--- src/rtl/uart_pkg.sv ---
// Shared types and constants for the UART receive IO port: receiver states,
// register-select codes and STATUS bit layout.
package uart_pkg;

    typedef enum logic [1:0] {
        IDLE,
        START,
        DATA,
        STOP
    } rx_state_t;

    localparam logic UART_REG_DATA   = 1'b0;
    localparam logic UART_REG_STATUS = 1'b1;

    localparam int ST_NE   = 0;
    localparam int ST_OVR  = 1;
    localparam int ST_FERR = 2;

    function automatic logic [15:0] status_word(input logic ne, input logic ovr, input logic ferr);
        logic [15:0] w;
        w          = '0;
        w[ST_NE]   = ne;
        w[ST_OVR]  = ovr;
        w[ST_FERR] = ferr;
        return w;
    endfunction

endpackage

--- src/rtl/uart_rx_fifo.sv ---
// DEPTH x 8 synchronous FIFO with wrap-bit pointers. The head byte is exposed
// combinationally so the CPU sees it in the same cycle it issues the read.
module uart_rx_fifo #(
    parameter int DEPTH = 4
) (
    input  logic       clock,
    input  logic       rst,
    input  logic       push,
    input  logic [7:0] din,
    input  logic       pop,
    output logic [7:0] dout,
    output logic       full,
    output logic       empty
);

    localparam int AW = $clog2(DEPTH);

    logic [AW:0] wr_ptr_q, wr_ptr_d;
    logic [AW:0] rd_ptr_q, rd_ptr_d;
    logic [7:0]  mem_q [DEPTH];
    logic        do_push;
    logic        do_pop;

    assign empty = (wr_ptr_q == rd_ptr_q);
    assign full  = (wr_ptr_q[AW] != rd_ptr_q[AW]) &&
                   (wr_ptr_q[AW-1:0] == rd_ptr_q[AW-1:0]);

    // A pop on a full FIFO frees the slot the simultaneous push lands in.
    assign do_pop  = pop & ~empty;
    assign do_push = push & (~full | do_pop);

    always_comb begin
        wr_ptr_d = wr_ptr_q;
        rd_ptr_d = rd_ptr_q;
        if (do_push) wr_ptr_d = wr_ptr_q + 1'b1;
        if (do_pop)  rd_ptr_d = rd_ptr_q + 1'b1;
    end

    always_ff @(posedge clock) begin
        if (rst) begin
            wr_ptr_q <= '0;
            rd_ptr_q <= '0;
        end else begin
            wr_ptr_q <= wr_ptr_d;
            rd_ptr_q <= rd_ptr_d;
        end
    end

    always_ff @(posedge clock) begin
        if (do_push) mem_q[wr_ptr_q[AW-1:0]] <= din;
    end

    assign dout = mem_q[rd_ptr_q[AW-1:0]];

endmodule

--- src/rtl/uart_rx_io.sv ---
// Memory-mapped 8N1 UART receiver: synchroniser, bit-timing FSM, byte FIFO and
// the DATA/STATUS read mux feeding the CPU IO read path.
module uart_rx_io
    import uart_pkg::*;
#(
    parameter int CLK_HZ = 23_000_000,
    parameter int BAUD   = 9600,
    parameter int DEPTH  = 4
) (
    input  logic        clock,
    input  logic        rst,
    input  logic        iUartFromPc,
    input  logic        iUartCtrl,
    input  logic        iIoRead,
    input  logic        iAddrSel,
    output logic [15:0] oUartData
);

    localparam int BIT_CNT = CLK_HZ / BAUD;
    localparam int HALF    = BIT_CNT / 2;
    localparam int CW      = $clog2(BIT_CNT);
    localparam logic [CW-1:0] CNT_LAST = CW'(BIT_CNT - 1);
    localparam logic [CW-1:0] CNT_HALF = CW'(HALF - 1);

    logic            sync1_q, sync2_q, prev_q;
    rx_state_t       state_q, state_d;
    logic [CW-1:0]   cnt_q, cnt_d;
    logic [2:0]      bit_idx_q, bit_idx_d;
    logic [7:0]      shift_q, shift_d;
    logic            ferr_q, ferr_d;
    logic            ovr_q, ovr_d;

    logic            push, ferr_set, ovr_set;
    logic            data_rd, status_rd, pop;
    logic [7:0]      head;
    logic            full, empty;

    always_comb begin
        state_d   = state_q;
        cnt_d     = cnt_q;
        bit_idx_d = bit_idx_q;
        shift_d   = shift_q;
        push      = 1'b0;
        ferr_set  = 1'b0;
        case (state_q)
            IDLE: begin
                if (prev_q & ~sync2_q) begin
                    state_d = START;
                    cnt_d   = '0;
                end
            end
            START: begin
                // Mid-start-bit check rejects short low glitches.
                if (cnt_q == CNT_HALF) begin
                    if (!sync2_q) begin
                        state_d   = DATA;
                        cnt_d     = '0;
                        bit_idx_d = '0;
                    end else begin
                        state_d = IDLE;
                    end
                end else begin
                    cnt_d = cnt_q + 1'b1;
                end
            end
            DATA: begin
                if (cnt_q == CNT_LAST) begin
                    cnt_d   = '0;
                    shift_d = {sync2_q, shift_q[7:1]};
                    if (bit_idx_q == 3'd7) state_d = STOP;
                    else                   bit_idx_d = bit_idx_q + 1'b1;
                end else begin
                    cnt_d = cnt_q + 1'b1;
                end
            end
            STOP: begin
                if (cnt_q == CNT_LAST) begin
                    state_d  = IDLE;
                    cnt_d    = '0;
                    push     = sync2_q;
                    ferr_set = ~sync2_q;
                end else begin
                    cnt_d = cnt_q + 1'b1;
                end
            end
            default: state_d = IDLE;
        endcase
    end

    assign data_rd   = iUartCtrl & iIoRead & (iAddrSel == UART_REG_DATA);
    assign status_rd = iUartCtrl & iIoRead & (iAddrSel == UART_REG_STATUS);
    assign pop       = data_rd & ~empty;
    assign ovr_set   = push & full & ~pop;

    // A fresh error in the clearing cycle keeps the flag set.
    assign ferr_d = ferr_set | (ferr_q & ~status_rd);
    assign ovr_d  = ovr_set  | (ovr_q  & ~status_rd);

    always_ff @(posedge clock) begin
        if (rst) begin
            sync1_q   <= 1'b1;
            sync2_q   <= 1'b1;
            prev_q    <= 1'b1;
            state_q   <= IDLE;
            cnt_q     <= '0;
            bit_idx_q <= '0;
            shift_q   <= '0;
            ferr_q    <= 1'b0;
            ovr_q     <= 1'b0;
        end else begin
            sync1_q   <= iUartFromPc;
            sync2_q   <= sync1_q;
            prev_q    <= sync2_q;
            state_q   <= state_d;
            cnt_q     <= cnt_d;
            bit_idx_q <= bit_idx_d;
            shift_q   <= shift_d;
            ferr_q    <= ferr_d;
            ovr_q     <= ovr_d;
        end
    end

    uart_rx_fifo #(
        .DEPTH (DEPTH)
    ) u_fifo (
        .clock (clock),
        .rst   (rst),
        .push  (push),
        .din   (shift_q),
        .pop   (pop),
        .dout  (head),
        .full  (full),
        .empty (empty)
    );

    always_comb begin
        oUartData = 16'h0000;
        if (data_rd) begin
            if (!empty) oUartData = {7'b0, 1'b1, head};
        end else if (status_rd) begin
            oUartData = status_word(~empty, ovr_q, ferr_q);
        end
    end

endmodule

--- config.mk ---
export PLATFORM = sky130hd
export DESIGN_NAME = uart_rx_io
export DESIGN_NICKNAME = d
export VERILOG_FILES = /design/src/rtl/uart_pkg.sv /design/src/rtl/uart_rx_fifo.sv /design/src/rtl/uart_rx_io.sv
export SDC_FILE = /design/constraint.sdc
export NUM_CORES = 1
export LEC_CHECK = 0
export CAP_MARGIN = 25
export CORE_MARGIN = 1.5
export CORE_UTILIZATION = 50
export DETAILED_ROUTE_END_ITERATION = 10
export PLACE_DENSITY = 0.67
export SLEW_MARGIN = 15
export SYNTH_ARGS = -nofsm -noshare
export SYNTH_HDL_FRONTEND = slang
export SYNTH_SLANG_ARGS = --single-unit
--- constraint.sdc ---
create_clock -name clock -period 5 [get_ports clock]
set_input_delay 0.75 -clock clock [delete_from_list [all_inputs] [get_ports clock]]
set_output_delay 0.75 -clock clock [all_outputs]
set_load 0.03 [all_outputs]
# Word-level counts from Yosys, hierarchy flattened
# Memory sizes are Yosys's and may differ from the RTL's. A register that Yosys moved wholly into a read port is not among the register bits.
# Cells that the tools add are included.
word_totals:
  regBits: 36
  ramBits: 32
  input_bits: 6
  output_inout_bits: 16
  wordCells: 89
  mem_count: 1
op_classes:
  add_sub_neg: 4
  eq_ne: 17
  mux: 28
  bitwise_logic: 20
  reduce_logical: 8
memory_table:
  columns: ["memory", "words", "width", "rd", "rd_ports_with_merged_regs", "wr", "line", "rtl"]
  rows:
  - ["u_fifo.mem_q", 4, 8, 1, 1, 1, "uart_rx_fifo.sv:20", "logic [7:0] mem_q [DEPTH];"]
ops:
  columns: ["cell", "n"]
  rows:
  - ["$mux 12", 4]
  - ["$pmux 12 s3", 1]
  - ["$mux 16", 1]
  - ["$mux 2", 8]
  - ["$mux 3", 5]
  - ["$ne 2x2->1 const B", 7]
  - ["$add 12x1->12 const B", 1]
  - ["$eq 12x11->1 const B", 1]
  - ["$eq 12x12->1 const B", 1]
  - ["$and 1x1->1", 11]
  - ["$reduce_and 5->1", 2]
  - ["$add 3x1->3 const B", 3]
  - ["$mux 9", 1]
  - ["$pmux 2 s4", 1]
  - ["$mux 1", 6]
  - ["$not 1->1", 6]
  - ["$pmux 3 s2", 1]
  - ["$eq 2x2->1 const B", 2]
  - ["$reduce_and 2->1", 2]
  - ["$eq 3x3->1", 1]
  - ["$eq 3x3->1 const B", 1]
  - ["$ne 3x3->1 const B", 1]
  - ["$or 1x1->1", 3]
  - ["$eq 2x1->1 const B", 1]
  - ["other kinds (6)", 6]

# Depth between registers and ports, before layout
# Gate-level depths: netlist of run 1.
logic_depth:
  ltp_word: 8
  mapped_depth: 8
  ltp_nobuf: 7

# Modules after synthesis
# Synthesis of run 1 repeated with hierarchy kept, for this count alone.
unflattened:
  cells_unflattened: 304
  area_unflattened_um2: 3412.0
by_module_without_submodules:
  columns: ["mod", "n_inst", "cells_per_inst", "area_per_inst_um2"]
  rows:
  - ["uart_rx_io", 1, 207, 1712.9]
  - ["uart_rx_fifo", 1, 97, 1699.1]

# Worst setup path after synthesis of run 1
# OpenSTA, ideal clock, no wires.
synth_path:
  path_type: "input port to output port"
  startpoint: "input iUartCtrl"
  endpoint: "output oUartData[1]"
  t_arrival_ps: 1922
  setup_slack_ps: 2328
  stages: 5
  path_buffers: 1
  cell_sequence: "nand2_1 a311oi_1 buf_2 nand2_1 o21ai_0"
synth_between:
  elab_chain_len: 4
synth_rtl:
  columns: ["element", "line", "rtl"]
  rows:
  - ["start, declared", "uart_rx_io.sv:13", "input logic iUartCtrl,"]
  - ["$and 1x1->1 (*)", "uart_rx_io.sv:90, uart_rx_io.sv:91", null]
  - ["$and 1x1->1", "uart_rx_io.sv:91", "assign status_rd = iUartCtrl & iIoRead & (iAddrSel == UART_REG_STATUS);"]
  - ["$mux 3", "uart_rx_io.sv:140", "end else if (status_rd) begin"]
  - ["$mux 16 (*)", "uart_rx_io.sv:138", "if (data_rd) begin"]
  - ["end, declared", "uart_rx_io.sv:16", "output logic [15:0] oUartData"]
# Mark *: on every way between the ends. The rest lies on a longest branch, timed or not.

# Worst setup path in the final report of run 1
layout_path:
  startpoint: "input iIoRead"
  endpoint: "output oUartData[2]"
layout_between:
  elab_chain_len: 4
layout_rtl:
  columns: ["element", "line", "rtl"]
  rows:
  - ["start, declared", "uart_rx_io.sv:14", "input logic iIoRead,"]
  - ["$and 1x1->1 (*)", "uart_rx_io.sv:90, uart_rx_io.sv:91", null]
  - ["$and 1x1->1", "uart_rx_io.sv:91", null]
  - ["$mux 3", "uart_rx_io.sv:140", null]
  - ["$mux 16 (*)", "uart_rx_io.sv:138", null]
# Marks and branches as above.

==> results of run 1 <==
## area by class of cell
type	instances	area (sq um)
clock buffers	12	188
clock inverters	4	25.0
fillers	514	2460
inverters	11	41.3
multi-input cells	185	1380
flip-flops and latches	70	1720
well taps	75	93.8
repair buffers	16	155
## worst max-delay path, stage by stage
cell and delay, ns:
clkdlybuf4s50_1 0.47, nand2_1 0.09, a311oi_2 0.24, buf_4 0.23
nand2_1 0.06, o21ai_0 0.10, clkdlybuf4s50_1 0.72
## sequential cells by signal (all words and copies together) (netlist names), named ones only
signal,cells
prev_q,1
ferr_q,1
u_fifo.rd_ptr_q,3
sync2_q,1
ovr_q,1
state_q,1
shift_q,8
u_fifo.mem_q,32
bit_idx_q,3
cnt_q,12
sync1_q,1
u_fifo.wr_ptr_q,3
## where the power goes
| part | internal [mW] | switching, mW | total (mW) |
|---|---|---|---|
| registers | 0.597 | 0.00416 | 0.601 |
| logic | 0.0183 | 0.0331 | 0.0514 |
| clock network | 0.252 | 0.206 | 0.458 |
## final timing paths
check                             to  slack (ns)  cells after the start
setup / recovery        oUartData[2]        1.57                      7
hold / removal               sync2_q        0.41                      1
setup reg to reg  u_fifo.mem_q[1][3]        2.72                      6
hold reg to reg              sync2_q        0.41                      1
## per-layer routing
layer	GRT usage [%]	vias to the layer above	wire [um]
met5	0	-	0
met4	5.00	0	63
met3	5.67	5	184
met2	28.5	42	2610
met1	20.1	957	2410
li1	-	1025	-
## kinds of logic (layout without fill, tap and decap cells)
group / count (synthesis) / in the layout / share of synthesized area, %
and+or+nand+nor: 99 / 99 / 17.4
DFF: 70 / 70 / 53.7
other: 1 / 7 / 0.117
AOI/OAI and AO/OA: 42 / 42 / 9.41
xor gates and xnor gates: 6 / 6 / 1.64
muxes: 21 / 21 / 9.72
buffers and inverters: 26 / 43 / 4.10
adders and majority gates: 10 / 10 / 3.90
## stage by stage
| step | utilization [%] | area [sq um] | hold slack, ns |
|---|---|---|---|
| 2_1_floorplan | - | 3230 | 0.389 |
| 3_3_place_gp | 56.0 | 3390 | 0.395 |
| 3_5_place_dp | 56.0 | 3390 | 0.401 |
| 4_1_cts | 59.5 | 3600 | 0.416 |
| 5_1_grt | 59.5 | 3600 | 0.423 |
| 6_report | 59.5 | 3600 | 0.411 |
## synth_stat cells, types with 3 or more instances
| library cell | number | area (sq um) |
|---|---|---|
| a22o_1 | 4 | 35.0 |
| dfxtp_1 | 38 | 761 |
| nand3b_1 | 5 | 37.5 |
| a21oi_1 | 8 | 40.0 |
| ha_1 | 10 | 125 |
| mux4_2 | 8 | 180 |
| a21o_1 | 4 | 30.0 |
| or2_2 | 4 | 25.0 |
| a31oi_1 | 5 | 31.3 |
| nor3_1 | 5 | 25.0 |
| buf_2 | 3 | 15.0 |
| inv_1 | 11 | 41.3 |
| nand4bb_1 | 3 | 33.8 |
| nand2_1 | 17 | 63.8 |
| nand3_1 | 12 | 60.1 |
| edfxtp_1 | 32 | 961 |
| clkbuf_1 | 4 | 15.0 |
| o21ai_0 | 5 | 25.0 |
| xnor2_1 | 5 | 43.8 |
| and2_1 | 10 | 62.6 |
| nor2_1 | 27 | 101 |
| mux2i_1 | 12 | 120 |
| buf_4 | 8 | 60.1 |
==> impl_metrics.ini, run 1 <==
[critical_path]
rr_startpoint = cnt_q[0]
crit_path_start = iIoRead
end_kind = output port
path_class = in2out
required_ns = 4.25
worstSetupStartpointType = primary input
cp.arrival_ns = 2.68
crit_fanout = 12

[clock_network]
clkLatencyLatePin_ns = 0.34
cts.sinks = 70
cts_hold_buf = 0
cts_resized = 0
cts_tree = yes
cts_buffer_depth = 2
clkTransAtPathRegs_ns = 0.07
cts-htree-levels = 3
root_buffer = clkbuf_8
numCtsBuffers = 9
post_cts_buffers = 0

[synth]
syn_area_sq_mm = 0.00320
ys_seq_area_share_pct = 53.7
synth_ff_type = dfxtp_1
syn_inst = 275
ys_warn_count = 0
synth_cell_types = 51
avgSynthCellArea_sq_um = 11.7
ys_ff_latch = 70
async_flop_share_pct = 0
synth_edf_count = 32

[route]
post_drt_wl_per_cell_um = 14.1
postRouteAntennaNets = 0
drt-initial-drc-count = 71
drc = 0
viasPerCell = 5.44
wirelength_um = 5270
vias = 2029
firstDrtPassIters = 4

[placed_design]
dp.final_hpwl_um = 3650
place_inst = 357
dpl_worst_slack_ns = 1.55
io_buffers = 14
gp_congestion = 0.762

[grt]
grt_pass1_vias = 1939
gr-usage-all-layers_pct = 16.7
grt_overflow = 0
grt_max_degree = 24
grt_pass1_wl_um = 9080
antenna_found_initial = 0

[sta]
timing.final.ws_setup_ns = 1.57
min_period_over_period_pct = 68.7
final-setup-viol-count = 0
max_freq_mhz = 291
drv_slew = 0
rsz0062_at_grt = false
setup_tns_ns = 0
fin_crit_ns = 3.43
hold_violations = 0
worstMarginPinSlew_ns = 1.02
slew_headroom_pct = 31.8
clock_skew_ns = 0.00603

[floorplan]
die-area_sq_mm = 0.00690
std_cell_rows = 28
die_w_um = 83.1
start_util_pct = 52.9
pin_count = 22
dieHeight_um = 83.1
core-area_sq_mm = 0.00606

[final_layout]
final_cells = 373
layout_commonest_cell = dfxtp_1
area_delta_synth_final_pct = 12.5
fin_nets = 309
drive_gt1_share_pct = 13.8
diodes = 0
final_cell_mix = dfxtp_1, edfxtp_1, nor2_1, nand2_1, clkdlybuf4s50_1

[run]
drv_cap = 0

[pwr]
p_total_mw = 1.11
vdd_drop_max_v = 0.000208
cellPowerDensity_mw_per_mm2 = 308
leakage_nw = 1.32

[hold_path]
hold_path_class = reg2reg
hold_start = sync1_q

[outcome]
status = finished clean
(Power assumes the default switching activity.)
==> run 2: changes to the inputs <==
- clock period: 5 -> 3.42 ns (I/O delays scaled with it)
==> run 2 against run 1 <==
Clock skew up 0.0033 ns. First-iteration DRC count up 20%. Non-clock buffer count up 1. Via count up 0.39%. Critical endpoint is now oUartData[0]. Final cell count up 0.27%. Final area up 0.21%. Sequential share of layout area down 0.099 points. Register-to-register slack worse by 1.6 ns. Sequential cell count unchanged.
==> impl_metrics.ini, run 2 (synthesis gave the netlist of run 1 again) <==
[clock_network]
cts_tree = yes
post_cts_buffers = 0
root_buffer = clkbuf_8
cts.sinks = 70
cts_buffer_depth = 2
clkLatencyLatePin_ns = 0.34
numCtsBuffers = 9
cts_hold_buf = 0
cts_resized = 0
cts-htree-levels = 3
clkTransAtPathRegs_ns = 0.07

[critical_path]
cp.arrival_ns = 2.41
crit_chain = mux4_2, nor2_1, a311oi_1, clkdlybuf4s50_1
crit_fanout = 8
required_ns = 2.91
worstSetupStartpointType = flop
slowest_delay_ns = 0.72
path_class = reg2out
reg2reg_depth = 6
r2r_setup_slack_ns = 1.11
end_kind = output port
rr_startpoint = cnt_q[0]
path_buf_inv = 1
cpLargestDelayFamily = buffers and inverters
critPathSlowestCell = clkdlybuf4s50_1
worstReg2RegEnd = u_fifo.mem_q[0][4]

[outcome]
status = finished clean

[placed_design]
gp_congestion = 0.749
place_inst = 358
io_buffers = 14
dp.final_hpwl_um = 3860

[hold_path]
hold_path_class = reg2reg
min_to = sync2_q
hold_start = sync1_q
hold_depth = 1

[sta]
worstMarginPinSlew_ns = 0.627
min_period_over_period_pct = 85.3
drv_slew = 0
final-setup-viol-count = 0
hold_violations = 0
fin_crit_ns = 2.92
clock_skew_ns = 0.00934
max_freq_mhz = 343
setup_tns_ns = 0
rsz0062_at_grt = false
hold-worst-slack_ns = 0.408
slew_headroom_pct = 57.8

[grt]
gr-usage-all-layers_pct = 17.2
grt_max_degree = 28
grt_pass1_vias = 2034
grt_overflow = 0
antenna_found_initial = 0
grt_pass1_wl_um = 9380

[floorplan]
start_util_pct = 52.9
pin_count = 22
die_w_um = 83.1
std_cell_rows = 28
die-area_sq_mm = 0.00690
core-area_sq_mm = 0.00606
dieHeight_um = 83.1

[final_layout]
fin_nets = 310
final_cells = 374
layout_commonest_cell = dfxtp_1
diodes = 0
area_delta_synth_final_pct = 12.7
fillers = 504
final_cell_mix = dfxtp_1, edfxtp_1, nor2_1, nand2_1, clkdlybuf4s50_1
drive_gt1_share_pct = 14.0
largest_register_ff_count = 32

[pwr]
p_total_mw = 1.66
p_clk_share_pct = 42.5
vdd_drop_max_v = 0.000331
leakage_nw = 1.33
power_switching_uw = 352
p_sw_share_pct = 21.2
power.internal_mw = 1.31
pwr-share-comb_pct = 4.6
pwr-share-seq_pct = 52.8
cellPowerDensity_mw_per_mm2 = 460

[route]
viasPerCell = 5.45
firstDrtPassIters = 4
postRouteAntennaNets = 0
vias = 2037
drt-initial-drc-count = 85
wirelength_um = 5520
post_drt_wl_per_cell_um = 14.8
drc = 0

[run]
drv_cap = 0
run 2: changes by cell type in the layout (fill, tap and decap cells not counted):
cell,change
buf_4,+2
bufinv_16,+2
clkbuf_16,-2
clkinv_4,+2
clkinvlp_4,-2
clkbuf_1,+1
clkbuf_8,-1
clkdlybuf4s50_1,-1
run 2: cell type report:
class / count / area (sq um) / area share (%)
flip-flops and latches: 70 / 1720 / 47.7
multi-input cells: 185 / 1380 / 38.2
repair buffers: 17 / 160 / 4.43
clock buffers: 10 / 128 / 3.53
well taps: 75 / 93.8 / 2.60
clock inverters: 6 / 87.6 / 2.42
inverters: 11 / 41.3 / 1.14
run 2: worst max path at each step:
stage | from | to | slack, ns | depth (start not counted)
2_1_floorplan | iUartCtrl | oUartData[1] | 1.22 | 5
3_3_place_gp | iUartCtrl | oUartData[1] | 0.53 | 7
3_5_place_dp | iUartCtrl | oUartData[1] | 0.50 | 7
4_1_cts | flop | oUartData[0] | 0.43 | 4
5_1_grt | flop | oUartData[0] | 0.34 | 4
6_report | flop | oUartData[0] | 0.50 | 4
run 2: routing by layer:
layer / GRT usage (%) / part of all wire, % / vias up
met1: 21.2 / 46 / 972
li1: - / - / 1026
met5: 0 / 0 / -
met4: 8.48 / 1.4 / 0
met2: 27.1 / 49 / 33
met3: 5.96 / 3.2 / 6
run 2: power groups by stage:
stage | Clock (mW) | Combinational [mW] | Sequential (mW)
6_report | 0.707 | 0.0773 | 0.879
5_1_grt | 0.764 | 0.0854 | 0.879
4_1_cts | 0.727 | 0.0772 | 0.878
3_5_place_dp | 0 | 0.0770 | 0.897
3_3_place_gp | 0 | 0.0756 | 0.897
2_1_floorplan | 0 | 0.0647 | 0.896
run 2: stage by stage:
stage          utilization [%]  instance area (sq um)  worst slack [ns]
3_5_place_dp              56.0                   3400             0.497
2_1_floorplan                -                   3230              1.22
4_1_cts                   59.6                   3610             0.433
5_1_grt                   59.6                   3610             0.336
3_3_place_gp              56.0                   3400             0.531
6_report                  59.6                   3610             0.501
==> RTL edit, RTL diff (flow settings as in run 2) <==
Encoding of `rx_state_t`: now one-hot (4 bits for 4 states).
--- a/src/rtl/uart_pkg.sv
+++ b/src/rtl/uart_pkg.sv
@@ -4,7 +4,7 @@
 
-    typedef enum logic [1:0] {
-        IDLE,
-        START,
-        DATA,
-        STOP
+    typedef enum logic [3:0] {
+        IDLE  = 4'b0001,
+        START = 4'b0010,
+        DATA  = 4'b0100,
+        STOP  = 4'b1000
     } rx_state_t;
Function: no difference found for any inputs over 10 cycles, from zero or initial values and one cycle with rst high; not proved beyond that.
==> RTL edit against run 2 <==
  * Setup slack better by 150 ps
  * Area after synthesis rose by 4.3%
  * Design area grew 2.7%
  * Routed wire length is 5.3% higher
  * Die area increased by 4.1%
  * Sequential cell count rose by 2
  * Critical endpoint is now u_fifo.mem_q[1][6]
  * Highest routed layer unchanged
Power is not compared: it rests on default switching activity, and its combinational part moved more than twofold at a synthesized area within 25%.
==> RTL edit: results (changes against run 2) <==
<table>
<tr><th>Metric</th><th>Value</th></tr>
<tr><th colspan="2">Status</th></tr>
<tr><td>Status</td><td>finished clean</td></tr>
<tr><th colspan="2">Global routing</th></tr>
<tr><td>Wire length of the first global-routing pass</td><td>9.915 mm (+5.7%)</td></tr>
<tr><td>Maximum number of pins on one net before global-route repair</td><td>18 (-36%)</td></tr>
<tr><td>Tot GR Track Use</td><td>17.72% (+0.48 points)</td></tr>
<tr><td>Number of antenna violations at the first check in global routing</td><td>0 (unchanged)</td></tr>
<tr><th colspan="2">Drt</th></tr>
<tr><td>Wire length on met3</td><td>189 um (+8.0%)</td></tr>
<tr><td>WL met1</td><td>2.772 mm (+9.3%)</td></tr>
<tr><td>Via/cell ratio</td><td>5.589 (+2.6%)</td></tr>
<tr><td>Amount of wire on met2 after detailed routing</td><td>2.732 mm (+0.15%)</td></tr>
<tr><td>Iteration-0 DRC Markers</td><td>64 (-25%)</td></tr>
<tr><td>Detailed Route WL</td><td>5.810 mm (+5.3%)</td></tr>
<tr><th colspan="2">Synth</th></tr>
<tr><td>Commonest cells in the synthesized netlist</td><td>40 x sky130_fd_sc_hd__dfxtp_1, 32 x sky130_fd_sc_hd__edfxtp_1, 21 x sky130_fd_sc_hd__nor2_1, 18 x sky130_fd_sc_hd__nand2_1, 13 x sky130_fd_sc_hd__inv_1</td></tr>
<tr><td>Area contributors post-synth</td><td>sky130_fd_sc_hd__edfxtp_1 29%, sky130_fd_sc_hd__dfxtp_1 24%, sky130_fd_sc_hd__mux4_2 5.4%</td></tr>
<tr><td>Number of enable-type register cells in the synthesized netlist</td><td>32 (unchanged)</td></tr>
<tr><td>Part of the Yosys area used for sequential elements</td><td>52.73% (-0.99 points)</td></tr>
<tr><td>Count of unique library cells instantiated by Yosys</td><td>60 (+18%)</td></tr>
<tr><th colspan="2">Place</th></tr>
<tr><td>Post-DP HPWL</td><td>4.164 mm (+7.9%)</td></tr>
<tr><td>Final GP Congestion</td><td>0.7800 (+4.1%)</td></tr>
<tr><td>Setup Slack @ Placement</td><td>660.1 ps (+163.4 ps)</td></tr>
<tr><th colspan="2">Critical path</th></tr>
<tr><td>Cell type of the slowest stage on the worst timing path</td><td>sky130_fd_sc_hd__nor4_1</td></tr>
<tr><td>Biggest cell delay along the critical path</td><td>620 ps (-100 ps)</td></tr>
<tr><td>Worst EP arrival</td><td>2770 ps (+360 ps)</td></tr>
<tr><th colspan="2">STA</th></tr>
<tr><td>Skew final</td><td>13.17 ps (+3.836 ps)</td></tr>
<tr><th colspan="2">Layout</th></tr>
<tr><td>Layout Nets</td><td>318 (+2.6%)</td></tr>
<tr><td>Fillers</td><td>552 (+9.5%)</td></tr>
<tr><th colspan="2">Min path</th></tr>
<tr><td>Path category of the worst min-delay check</td><td>flip-flop to flip-flop</td></tr>
<tr><th colspan="2">Clock tree</th></tr>
<tr><td>Post-CTS sizing</td><td>0 (unchanged)</td></tr>
</table>
[RTL edit: final timing paths]
check	cells after the start	slack (ps)	endpoint	start
worst max-delay path	6	650	u_fifo.mem_q[1][6]	cnt_q[0]
worst min-delay path	1	420	sync2_q	sync1_q
worst max register to register	6	650	u_fifo.mem_q[1][6]	cnt_q[0]
worst min register to register	1	420	sync2_q	sync1_q
[RTL edit: metal layers]
metal  GRT usage [%]  vias up
met4           8.798        0
met1           23.34     1015
li1                -     1077
met5               0        -
met2           27.99       44
met3           3.540       10
[RTL edit: through the flow]
stage          cells  instance area (um2)
2_1_floorplan    292                 3363
3_3_place_gp     368                 3492
3_5_place_dp     368                 3492
4_1_cts          384                 3710
5_1_grt          384                 3710
6_report         384                 3710
[RTL edit: power breakdown]
part	total, W	internal (W)	switching, W
registers	0.000923	0.000903	0.0000199
clock network	0.000714	0.000401	0.000313
logic	0.000193	0.0000794	0.000114
total	0.00183	0.00138	0.000446
[RTL edit: final cells by class]
class	count	area [um2]	area share, %
sequential	72	1762	47.49
multi-input combinational	188	1435	38.68
clock buffer	12	166.4	4.486
timing repair buffer	18	150.1	4.047
tap	77	96.34	2.597
clock inverter	4	51.30	1.383
inverter	13	48.80	1.315
[RTL edit: logic make-up after synthesis]
family	Yosys count	synth area share (%)
AND/OR/NAND/NOR	90	15.24
AO/OA/AOI/OAI	52	11.84
buffers and inverters	32	4.981
adder cells (fa/ha/maj)	10	3.745
other	1	0.1123
flip-flops	72	52.73
XOR/XNOR	9	2.359
multiplexers	20	8.989
[RTL edit: worst max-delay path, delay by kind of cell, from the launching register on]
kind                     cells  cell delay (ps)
flip-flops                   1              360
adder cells (fa/ha/maj)      1              140
buffers and inverters        1              110
AND/OR/NAND/NOR              4             1830
